[src/rtl/pdm_sigma_delta_tx.sv]
// pdm_sigma_delta_tx: second-order sigma-delta modulator that turns signed PCM
// samples into a 1-bit pulse-density stream. Each sample is taken through a
// one-entry buffer and held for OSR enabled cycles.
// Optional build macro PDM_DITHER_EN adds a 16-bit LFSR dither, in the range
// -4..+3, at the quantizer input.
module pdm_sigma_delta_tx #(
   parameter int DATA_W = 16,
   parameter int OSR    = 64,
   parameter int ACC_W  = 24
) (
   input  logic                     clk,
   input  logic                     rst,
   input  logic                     enable,
   input  logic signed [DATA_W-1:0] sample_in,
   input  logic                     sample_valid,
   output logic                     sample_ready,
   output logic                     pdm_out,
   output logic                     sample_tick,
   output logic                     underrun,
   input  logic                     underrun_clr
);

   localparam int PH_W  = $clog2(OSR);
   // Two guard bits hold acc + x - fb without overflow before saturation.
   localparam int EXT_W = ACC_W + 2;
   localparam logic [PH_W-1:0] PH_LAST = PH_W'(OSR - 1);
   localparam logic signed [EXT_W-1:0] ACC_MAX = {3'b000, {(ACC_W-1){1'b1}}};
   localparam logic signed [EXT_W-1:0] ACC_MIN = {3'b111, {(ACC_W-1){1'b0}}};
   localparam logic signed [EXT_W-1:0] FB_POS  =
      {{(EXT_W-DATA_W){1'b0}}, 1'b1, {(DATA_W-1){1'b0}}};
   localparam logic signed [EXT_W-1:0] FB_NEG  =
      {{(EXT_W-DATA_W+1){1'b1}}, {(DATA_W-1){1'b0}}};

   function automatic logic signed [ACC_W-1:0] sat(input logic signed [EXT_W-1:0] v);
      logic signed [EXT_W-1:0] c;
      if (v > ACC_MAX)      c = ACC_MAX;
      else if (v < ACC_MIN) c = ACC_MIN;
      else                  c = v;
      return c[ACC_W-1:0];
   endfunction

   logic [PH_W-1:0]          phase_q, phase_d;
   logic signed [DATA_W-1:0] buf_q;
   logic                     buf_full_q;
   logic signed [DATA_W-1:0] hold_q;
   logic signed [ACC_W-1:0]  acc1_q, acc1_d;
   logic signed [ACC_W-1:0]  acc2_q, acc2_d;
   logic                     pdm_q, pdm_d;
   logic                     tick_q;
   logic                     und_q;
   logic                     reload;
   logic signed [EXT_W-1:0]  fb, x_ext, sum1, sum2;
   logic signed [EXT_W-1:0]  q_ext;

   assign reload       = enable && (phase_q == PH_LAST);
   assign sample_ready = ~buf_full_q;
   assign pdm_out      = pdm_q;
   assign sample_tick  = tick_q;
   assign underrun     = und_q;

`ifdef PDM_DITHER_EN
   logic [15:0]             lfsr_q;
   logic signed [EXT_W-1:0] dith;

   // Dither source: Fibonacci LFSR (taps 16,14,13,11), advances on enabled cycles.
   always_ff @(posedge clk or negedge rst) begin
      if (!rst)        lfsr_q <= 16'hACE1;
      else if (enable) lfsr_q <= {lfsr_q[14:0], lfsr_q[15] ^ lfsr_q[13] ^ lfsr_q[12] ^ lfsr_q[10]};
   end

   assign dith = {{(EXT_W-3){lfsr_q[2]}}, lfsr_q[2:0]};
`endif

   // Modulator next state: two saturating integrators and the sign quantizer.
   always_comb begin
      phase_d = reload ? '0 : phase_q + PH_W'(1);
      fb      = pdm_q ? FB_POS : FB_NEG;
      x_ext   = {{(EXT_W-DATA_W){hold_q[DATA_W-1]}}, hold_q};
      sum1    = {{2{acc1_q[ACC_W-1]}}, acc1_q} + x_ext - fb;
      acc1_d  = sat(sum1);
      sum2    = {{2{acc2_q[ACC_W-1]}}, acc2_q} + {{2{acc1_d[ACC_W-1]}}, acc1_d} - fb;
      acc2_d  = sat(sum2);
`ifdef PDM_DITHER_EN
      q_ext   = {{2{acc2_d[ACC_W-1]}}, acc2_d} + dith;
`else
      q_ext   = {{2{acc2_d[ACC_W-1]}}, acc2_d};
`endif
      pdm_d   = ~q_ext[EXT_W-1];
   end

   // Modulator core registers; everything freezes while enable is low.
   always_ff @(posedge clk or negedge rst) begin
      if (!rst) begin
         phase_q <= '0;
         acc1_q  <= '0;
         acc2_q  <= '0;
         pdm_q   <= 1'b0;
      end else if (enable) begin
         phase_q <= phase_d;
         acc1_q  <= acc1_d;
         acc2_q  <= acc2_d;
         pdm_q   <= pdm_d;
      end
   end

   // Input buffer, hold register, reload strobe and sticky underrun flag.
   always_ff @(posedge clk or negedge rst) begin
      if (!rst) begin
         buf_q      <= '0;
         buf_full_q <= 1'b0;
         hold_q     <= '0;
         tick_q     <= 1'b0;
         und_q      <= 1'b0;
      end else begin
         tick_q <= reload;
         // A reload drains a full buffer; an empty buffer may still accept on
         // the reload edge, and that sample waits for the next reload.
         if (reload && buf_full_q) begin
            hold_q     <= buf_q;
            buf_full_q <= 1'b0;
         end else if (sample_valid && !buf_full_q) begin
            buf_q      <= sample_in;
            buf_full_q <= 1'b1;
         end
         if (underrun_clr)               und_q <= 1'b0;
         else if (reload && !buf_full_q) und_q <= 1'b1;
      end
   end

endmodule

[config.mk]
export PLATFORM = sky130hd
export DESIGN_NAME = pdm_sigma_delta_tx
export DESIGN_NICKNAME = d
export VERILOG_FILES = /design/src/rtl/pdm_sigma_delta_tx.sv
export SDC_FILE = /design/constraint.sdc
export NUM_CORES = 1
export LEC_CHECK = 0
export CORE_ASPECT_RATIO = 0.6
export CORE_MARGIN = 8
export CORE_UTILIZATION = 63
export CTS_CLUSTER_DIAMETER = 150
export DETAILED_ROUTE_END_ITERATION = 7
export GPL_TIMING_DRIVEN = 0
export PLACE_DENSITY = 0.85
export SLEW_MARGIN = 20
export SYNTH_ARGS = -nofsm -noshare
export SYNTH_HDL_FRONTEND = slang
export SYNTH_SLANG_ARGS = --single-unit
export TNS_END_PERCENT = 5
[constraint.sdc]
create_clock -name clk -period 11.24 [get_ports clk]
set_clock_uncertainty 0.1 [all_clocks]
set_input_delay 2.248 -clock clk [delete_from_list [all_inputs] [get_ports clk]]
set_output_delay 2.248 -clock clk [all_outputs]
set_load 0.01 [all_outputs]
== Yosys cells after proc, flatten, opt, wreduce, memory -nomap -nowiden ==
Cells that the tools add are included.
Cells by class
  add/sub/neg operators: 5
  order comparisons: 4
  equal/unequal tests: 1
  multiplexer cells: 10
  bitwise gates (word level): 3
  reductions and logical operators: 8
Operators with widths (count)
  $mux W24: 4
  $gt A26 B24 Y1 const B: 2
  $lt A26 B24 Y1 const B: 2
  $sub A26 B26 Y26: 2
  $mux W26: 1
  $add A24 B16 Y25: 1
  $add A24 B24 Y25: 1
  $add A6 B1 Y6 const B: 1
  $eq A6 B6 Y1 const B: 1
  $mux W6: 1
  $logic_and A1 B1 Y1: 4
  $mux W1: 4
  $reduce_bool A2 Y1: 2
  $not A1 Y1: 3
  $reduce_and A2 Y1: 1
  $logic_not A1 Y1: 1
Storage, ports and cells
  register bits after elaboration: 90
  output and inout bits: 4
  logic and storage cells: 40

== Logic depth before layout (Yosys ltp) ==
Gate-level depths: netlist of the first run.
  word-level depth: 11
  gate-level depth with buffers: 44
  gate-level depth less buffers: 42

== Worst setup path before layout of the first run ==
No wires, ideal clock.
  path type: reg-to-reg
  start point: reg hold_q[0]
  end point: reg acc2_q[10]
  data arrival time: 8.236 ns
  required time: 11.054 ns
  path slack: 2.818 ns
  stages on the path, launching flop included: 42
  buffers on the path: 2
  cells stage by stage: dfrtp_1 ha_1 fa_1 a21o_1 a21oi_1 o21a_1 o41ai_1 a221o_1 a21o_1 a21oi_1 xnor2_1 ha_1 nand3_1 o22ai_2 o41a_1 nand2_1 o2111a_1 a221oi_4 [6 not listed] o21ai_0 or2b_2 a21oi_1 o21ai_0 a31o_2 a21oi_1 xnor2_1 fa_1 a21o_1 a21o_1 a21o_1 a21oi_1 a21oi_1 xor2_1 o2111a_1 a31oi_4 buf_6 o221ai_2
On the way
  word-level cells in the longest chain between the ends: 10
  elaborated cells between the ends (all ways): 12
Ends and longest elaborated chain
  from (decl): RTL line 45  | logic signed [DATA_W-1:0] hold_q;
  from (signal assigned): RTL line 119  | hold_q <= buf_q;
  $add A24 B16 Y25 (*): RTL line 79  | sum1 = {{2{acc1_q[ACC_W-1]}}, acc1_q} + x_ext - fb;
  $sub A26 B26 Y26 (*): RTL line 79
  $lt A26 B24 Y1: RTL line 37  | else if (v < ACC_MIN) c = ACC_MIN;
  $mux W24: RTL line 37
  $mux W24 (*): RTL line 36  | if (v > ACC_MAX) c = ACC_MAX;
  net acc1_d[0]: RTL line 46  | logic signed [ACC_W-1:0] acc1_q, acc1_d;
  $add A24 B24 Y25 (*): RTL line 81  | sum2 = {{2{acc2_q[ACC_W-1]}}, acc2_q} + {{2{acc1_d[ACC_W-1]}}, acc1_d} - fb;
  $sub A26 B26 Y26 (*): RTL line 81
  $lt A26 B24 Y1: RTL line 37
  $mux W24: RTL line 37
  $mux W24 (*): RTL line 36
  to (signal assigned): RTL line 96  | acc2_q <= '0;
  to (signal assigned): RTL line 101  | acc2_q <= acc2_d;
  to (decl): RTL line 47  | logic signed [ACC_W-1:0] acc2_q, acc2_d;
The timed path passes the listed nets; every way through them passes the cells marked *.
A chain may end at the register's enable or synchronous reset.

== Final worst setup path of the first run ==
  start point: reg hold_q[0]
  end point: reg acc2_q[18]
The elaborated chain is that of the path after synthesis.

==> results.tsv, run 1 <==
stage	metric	value	unit
logic_synthesis	synthMostInstantiatedCell	dfrtp_1	
logic_synthesis	ys_seq_area_share	31.9	%
setup_path	r2r_slack	1.18	ns
min_path	hold_class	reg2reg	
clock_network	cts_hold_buf	0	
final_layout	diodes	0	
logic_synthesis	yosys-top-cells-area	dfrtp_1 32%, ha_1 12%, mux2_2 5.7%, a21oi_1 4.4%, xnor2_1 4.3%	
timing	hold_viol_final	0	
global_routing	first_global_vias	5830	
logic_synthesis	synth-async-reset-ratio	100	%
clock_network	ctsResizeCount	0	
route	drt-initial-drc-count	445	
logic_synthesis	synth_common_cells	90 x dfrtp_1, 67 x ha_1, 62 x a21oi_1, 58 x nand2_1, 55 x nor2_1	
setup_path	critPathBufInv	3	
route	ant_nets	0	
clock_network	clock_tree.root_cell	clkbuf_16	
logic_synthesis	synthCells	728	
floorplanning	rows	30	
final_layout	multiInputGateArea	4460	um^2
clock_network	h-tree-depth	3	
setup_path	slowest_delay	0.63	ns
route	firstDrtPassIters	5	
setup_path	worstPathMaxFanout	10	
route	route.detailed.drc	0	
global_routing	antenna_found_initial	0	
logic_synthesis	syn_nets	820	
timing	min_period	10.06	ns
floorplanning	dieArea	14900	um^2
placed_design	hpwl	13200	um
clock_network	clock_latency	0.35	ns
logic_synthesis	yosys_register_bits	90	
setup_path	crit_cells	41	
logic_synthesis	avgSynthCellArea	9.69	um^2
setup_path	required	11.40	ns
setup_path	endpoint	acc2_q[18]	
logic_synthesis	synth_cell_types	81	
setup_path	cp-startpoint	hold_q[0]	
timing	tns	0	ns
floorplanning	core	11100	um^2
global_routing	grt_max_degree	81	
run_status	status	finished clean	
run	max_cap_viol_count	0	
floorplanning	fp.dieH	98.0	um
setup_path	cpMostUsedCell	a21oi_1	
clock_network	post_cts_buffers	0	
global_routing	grt-ovfl-total	0	
clock_network	cts_buffers	9	
setup_path	endpoint_kind	register	
setup_path	r2r_cells	41	
setup_path	worst-setup-path-type	reg2reg	
route	wl_per_cell	19.0	um
route	wl	17300	um
clock_network	clkSinkCount	90	
final_layout	fill_cells	829	
setup_path	reg2reg_from	hold_q[0]	
setup_path	start_kind	register	
global_routing	grt_pass1_wl	29200	um
clock_network	clk_path_buf_depth	2	
logic_synthesis	syn_area	7050	um^2
logic_synthesis	synthFlopType	dfrtp_1	
clock_network	cts_tree	done	
logic_synthesis	synth_edf_count	0	
timing	rsz0062_at_grt	false	
floorplanning	pin_count	25	
timing	slew_violations	0	
final_layout	area_delta_synth_final	10.5	%
final_layout	regArea	2250	um^2
final_layout	drive_gt1_share	15.9	%
placed_design	gp_congestion	0.955	
logic_synthesis	synth_top_area_share	31.9	%
setup_path	reg2reg_to	acc2_q[18]	
floorplanning	start_util	63.5	%
logic_synthesis	yosys_warnings	0	
route	via_count	5834	
timing	setup-violations-final	0	
clock_network	path_clk_slew	0.07	ns
setup_path	cp.arrival	10.22	ns
setup_path	slowest_stage	o41ai_1	
timing	timing.fmax	0.0994	GHz
route	viasPerCell	6.39	
final_layout	nets	856	
floorplanning	die_w	153	um
global_routing	track_usage	23.8	%
timing	max_slew.worst_pin.slew	0.985	ns
timing	relSlewSlack	34.3	%
logic_synthesis	synth_top_cell_by_area	dfrtp_1	
setup_path	path_delay_family	compound AO/OA/AOI/OAI gates	
placed_design	numPortBuffers	24	
timing	period_share	89.5	%
-- how the worst min path moves through the flow --
stage                     from         end  slack [ns]  cells after the start
floorplan           phase_q[5]  phase_q[5]        0.34                      1
global placement    phase_q[4]  phase_q[4]        0.36                      1
detailed placement  phase_q[4]  phase_q[4]        0.38                      1
CTS                 phase_q[4]  phase_q[4]        0.39                      1
global route        phase_q[4]  phase_q[4]        0.40                      1
finish              phase_q[4]  phase_q[4]        0.39                      1
-- flip-flops by register name, summed over array words and instances (netlist names) --
signal,cells
acc1_q,24
pdm_out,1
hold_q,16
sample_tick,1
phase_q,6
underrun,1
buf_q,16
buf_full_q,1
acc2_q,24
-- layer usage --
layer | vias to the layer above | GRT usage, % | part of all wire (%)
li1 | 2727 | - | -
met1 | 2868 | 32.3 | 47
met2 | 203 | 37.5 | 45
met3 | 36 | 4.72 | 6.4
met4 | 0 | 7.26 | 2.1
met5 | - | 0 | 0
-- per-stage QoR --
step	area (um^2)	utilization (%)	setup slack, ns	std cells	hold WS, ns
floorplan	7050	-	2.82	728	0.345
global placement	7470	67.3	1.66	896	0.364
detailed placement	7500	67.5	1.51	897	0.378
CTS	7790	70.1	1.37	913	0.388
global route	7790	70.1	0.641	913	0.403
finish	7790	70.1	1.18	913	0.392
-- worst reg2reg max path: cells and delay by family, from the launching register on --
kind,cells,cell delay [ns]
XOR/XNOR,3,0.63
buffers and inverters,3,0.60
adder cells (fa/ha/maj),6,1.76
AO/OA/AOI/OAI,22,5.38
flip-flops,1,0.38
AND/OR/NAND/NOR,7,1.15
-- area by class of cell --
cell class / instances / share of cell area [%]
Buffer: 22 / 2.15
Clock buffer: 9 / 2.89
Clock inverter: 7 / 0.867
Inverter: 45 / 2.17
Multi-Input combinational cell: 571 / 57.3
Sequential cell: 90 / 28.9
Tap cell: 144 / 2.31
Timing Repair Buffer: 25 / 3.45
-- cells in the final DEF (no fill, tap or decap), types with 20 or more instances in the layout --
| master | n |
|---|---|
| xor2_1 | 21 |
| xnor2_1 | 35 |
| inv_1 | 45 |
| mux2_2 | 36 |
| dfrtp_1 | 90 |
| a21oi_1 | 62 |
| clkdlybuf4s50_1 | 23 |
| nor2_1 | 55 |
| a21o_1 | 25 |
| o21ai_0 | 20 |
| nand2_1 | 58 |
| ha_1 | 67 |
| o221ai_2 | 20 |
-- logic make-up (layout without fill, tap and decap cells) --
kind of cell,after synthesis,in the layout,synth area share (%)
and+or+nand+nor,198,198,13.9
adders and majority gates,71,71,13.0
DFF,90,90,31.9
buffers and inverters,67,108,4.77
xor gates and xnor gates,57,57,7.19
AOI/OAI and AO/OA,207,207,23.1
muxes,38,38,6.03
Power of run 1 is not shown: default switching activity piles up to over one toggle a cycle in this logic, so the estimate is an artifact.
==> inputs of run 2 (changes only) <==
Settings changed: SLEW_MARGIN 20 to unset.
==> run 2 against run 1 <==
Net effect:
- fmax down 0.78%
- sequential cell count unchanged
- global-route usage about the same
- setup slack worse by 0.079 ns
- core utilization about the same
- first-iteration DRC count down 12%
- critical path depth unchanged
- sequential share of layout area about the same
==> results.tsv, run 2 (synthesis results as in run 1) <==
stage	metric	value	unit	change
final_layout	area_delta_synth_final	10.5	%	about the same
floorplanning	core	11100	um^2	unchanged
floorplanning	die_w	153	um	unchanged
floorplanning	rows	30		unchanged
route	wl_per_cell	19.1	um	+0.72%
timing	period_share	90.2	%	+0.70 points
run	max_cap_viol_count	0		unchanged
setup_path	slowest_stage	o41ai_1		
route	drt-initial-drc-count	393		-12%
placed_design	numPortBuffers	24		unchanged
floorplanning	start_util	63.5	%	unchanged
final_layout	drive_gt1_share	15.9	%	unchanged
clock_network	ctsResizeCount	0		unchanged
run_status	status	finished clean		
route	via_count	5732		-1.7%
timing	relSlewSlack	33.7	%	-0.60 points
global_routing	antenna_found_initial	0		unchanged
timing	slew_violations	0		unchanged
final_layout	nets	856		unchanged
setup_path	slowest_delay	0.70	ns	+0.07 ns
setup_path	endpoint_kind	register		
timing	timing.fmax	0.0987	GHz	-0.78%
placed_design	hpwl	13400	um	+1.4%
floorplanning	fp.dieH	98.0	um	unchanged
clock_network	cts_tree	done		
final_layout	layout_common_cells	90 x dfrtp_1, 67 x ha_1, 62 x a21oi_1		
timing	hold_viol_final	0		unchanged
timing	rsz0062_at_grt	false		
clock_network	cts_buffers	9		unchanged
floorplanning	pin_count	25		unchanged
route	ant_nets	0		unchanged
clock_network	clkSinkCount	90		unchanged
floorplanning	dieArea	14900	um^2	unchanged
setup_path	start_kind	register		
final_layout	top_regs	acc1_q x24, acc2_q x24		
clock_network	clock_latency	0.35	ns	about the same
setup_path	worstPathMaxFanout	10		unchanged
route	wl	17400	um	+0.72%
clock_network	clk_path_buf_depth	2		unchanged
timing	min_period	10.14	ns	+0.0792 ns
route	firstDrtPassIters	5		unchanged
timing	max_slew.worst_pin.slew	0.994	ns	+0.00892 ns
clock_network	h-tree-depth	3		unchanged
setup_path	required	11.40	ns	about the same
route	route.detailed.drc	0		unchanged
timing	tns	0	ns	unchanged
global_routing	first_global_vias	5789		-0.70%
global_routing	grt_max_degree	57		-30%
final_layout	layout_commonest_cell	dfrtp_1		
clock_network	path_clk_slew	0.07	ns	about the same
final_layout	diodes	0		unchanged
clock_network	clock_tree.root_cell	clkbuf_16		
placed_design	gp_congestion	0.955		unchanged
clock_network	post_cts_buffers	0		unchanged
global_routing	track_usage	23.8	%	about the same
min_path	hold_class	reg2reg		
timing	setup-violations-final	0		unchanged
setup_path	cp.arrival	10.30	ns	+0.08 ns
final_layout	final_cells	913		unchanged
route	viasPerCell	6.28		-1.7%
timing	hold_slack	0.401	ns	+0.00928 ns
global_routing	grt-ovfl-total	0		unchanged
setup_path	worst-setup-path-type	reg2reg		
placed_design	placedCellCount	897		unchanged
clock_network	cts_hold_buf	0		unchanged
global_routing	grt_pass1_wl	29200	um	unchanged
setup_path	cpMostUsedCell	a21oi_1		
[run 2: layer usage]
layer  GRT usage [%]  wire length, um  vias to the layer above
met5               0                0                        -
met4            6.13              264                        0
met3            4.54             1070                       24
met2            38.1             7860                      198
met1            32.4             8250                     2786
li1                -                -                     2724
[run 2: worst paths after layout]
kind | startpoint | slack [ns] | to | cells past startpoint
worst max-delay path | hold_q[0] | 1.10 | acc2_q[19] | 41
worst min-delay path | phase_q[4] | 0.40 | phase_q[4] | 1
worst max register to register | hold_q[0] | 1.10 | acc2_q[19] | 41
worst min register to register | phase_q[4] | 0.40 | phase_q[4] | 1
max in group asynchronous | rst | 8.63 | acc1_q[5] | 2
min in group asynchronous | rst | 1.77 | acc1_q[21] | 1
[run 2: cell type report]
class                      instances  area, um^2
multi-input combinational        571        4460
fill                             818        3320
sequential                        90        2250
timing repair buffer              25         265
clock buffer                       9         225
tap                              144         180
inverter                          45         169
buffer                            22         168
clock inverter                     7        67.6
[run 2: worst max-delay path: cells and delay by family, from the launching register on]
family,cells,cell delay (ns)
buffers and inverters,3,0.60
AND/OR/NAND/NOR,7,1.14
XOR/XNOR,3,0.62
flip-flops,1,0.38
AO/OA/AOI/OAI,22,5.43
adder cells (fa/ha/maj),6,1.76
[run 2: through the flow]
step                      util [%]  cell area (um^2)  setup slack (ns)
after floorplan                  -              7050              2.82
after global placement        67.3              7470              1.66
after detailed placement      67.5              7500              1.43
after CTS                     70.1              7790              1.32
after global routing          70.1              7790             0.526
final                         70.1              7790              1.10
Power of run 2 is left out for the same reason.
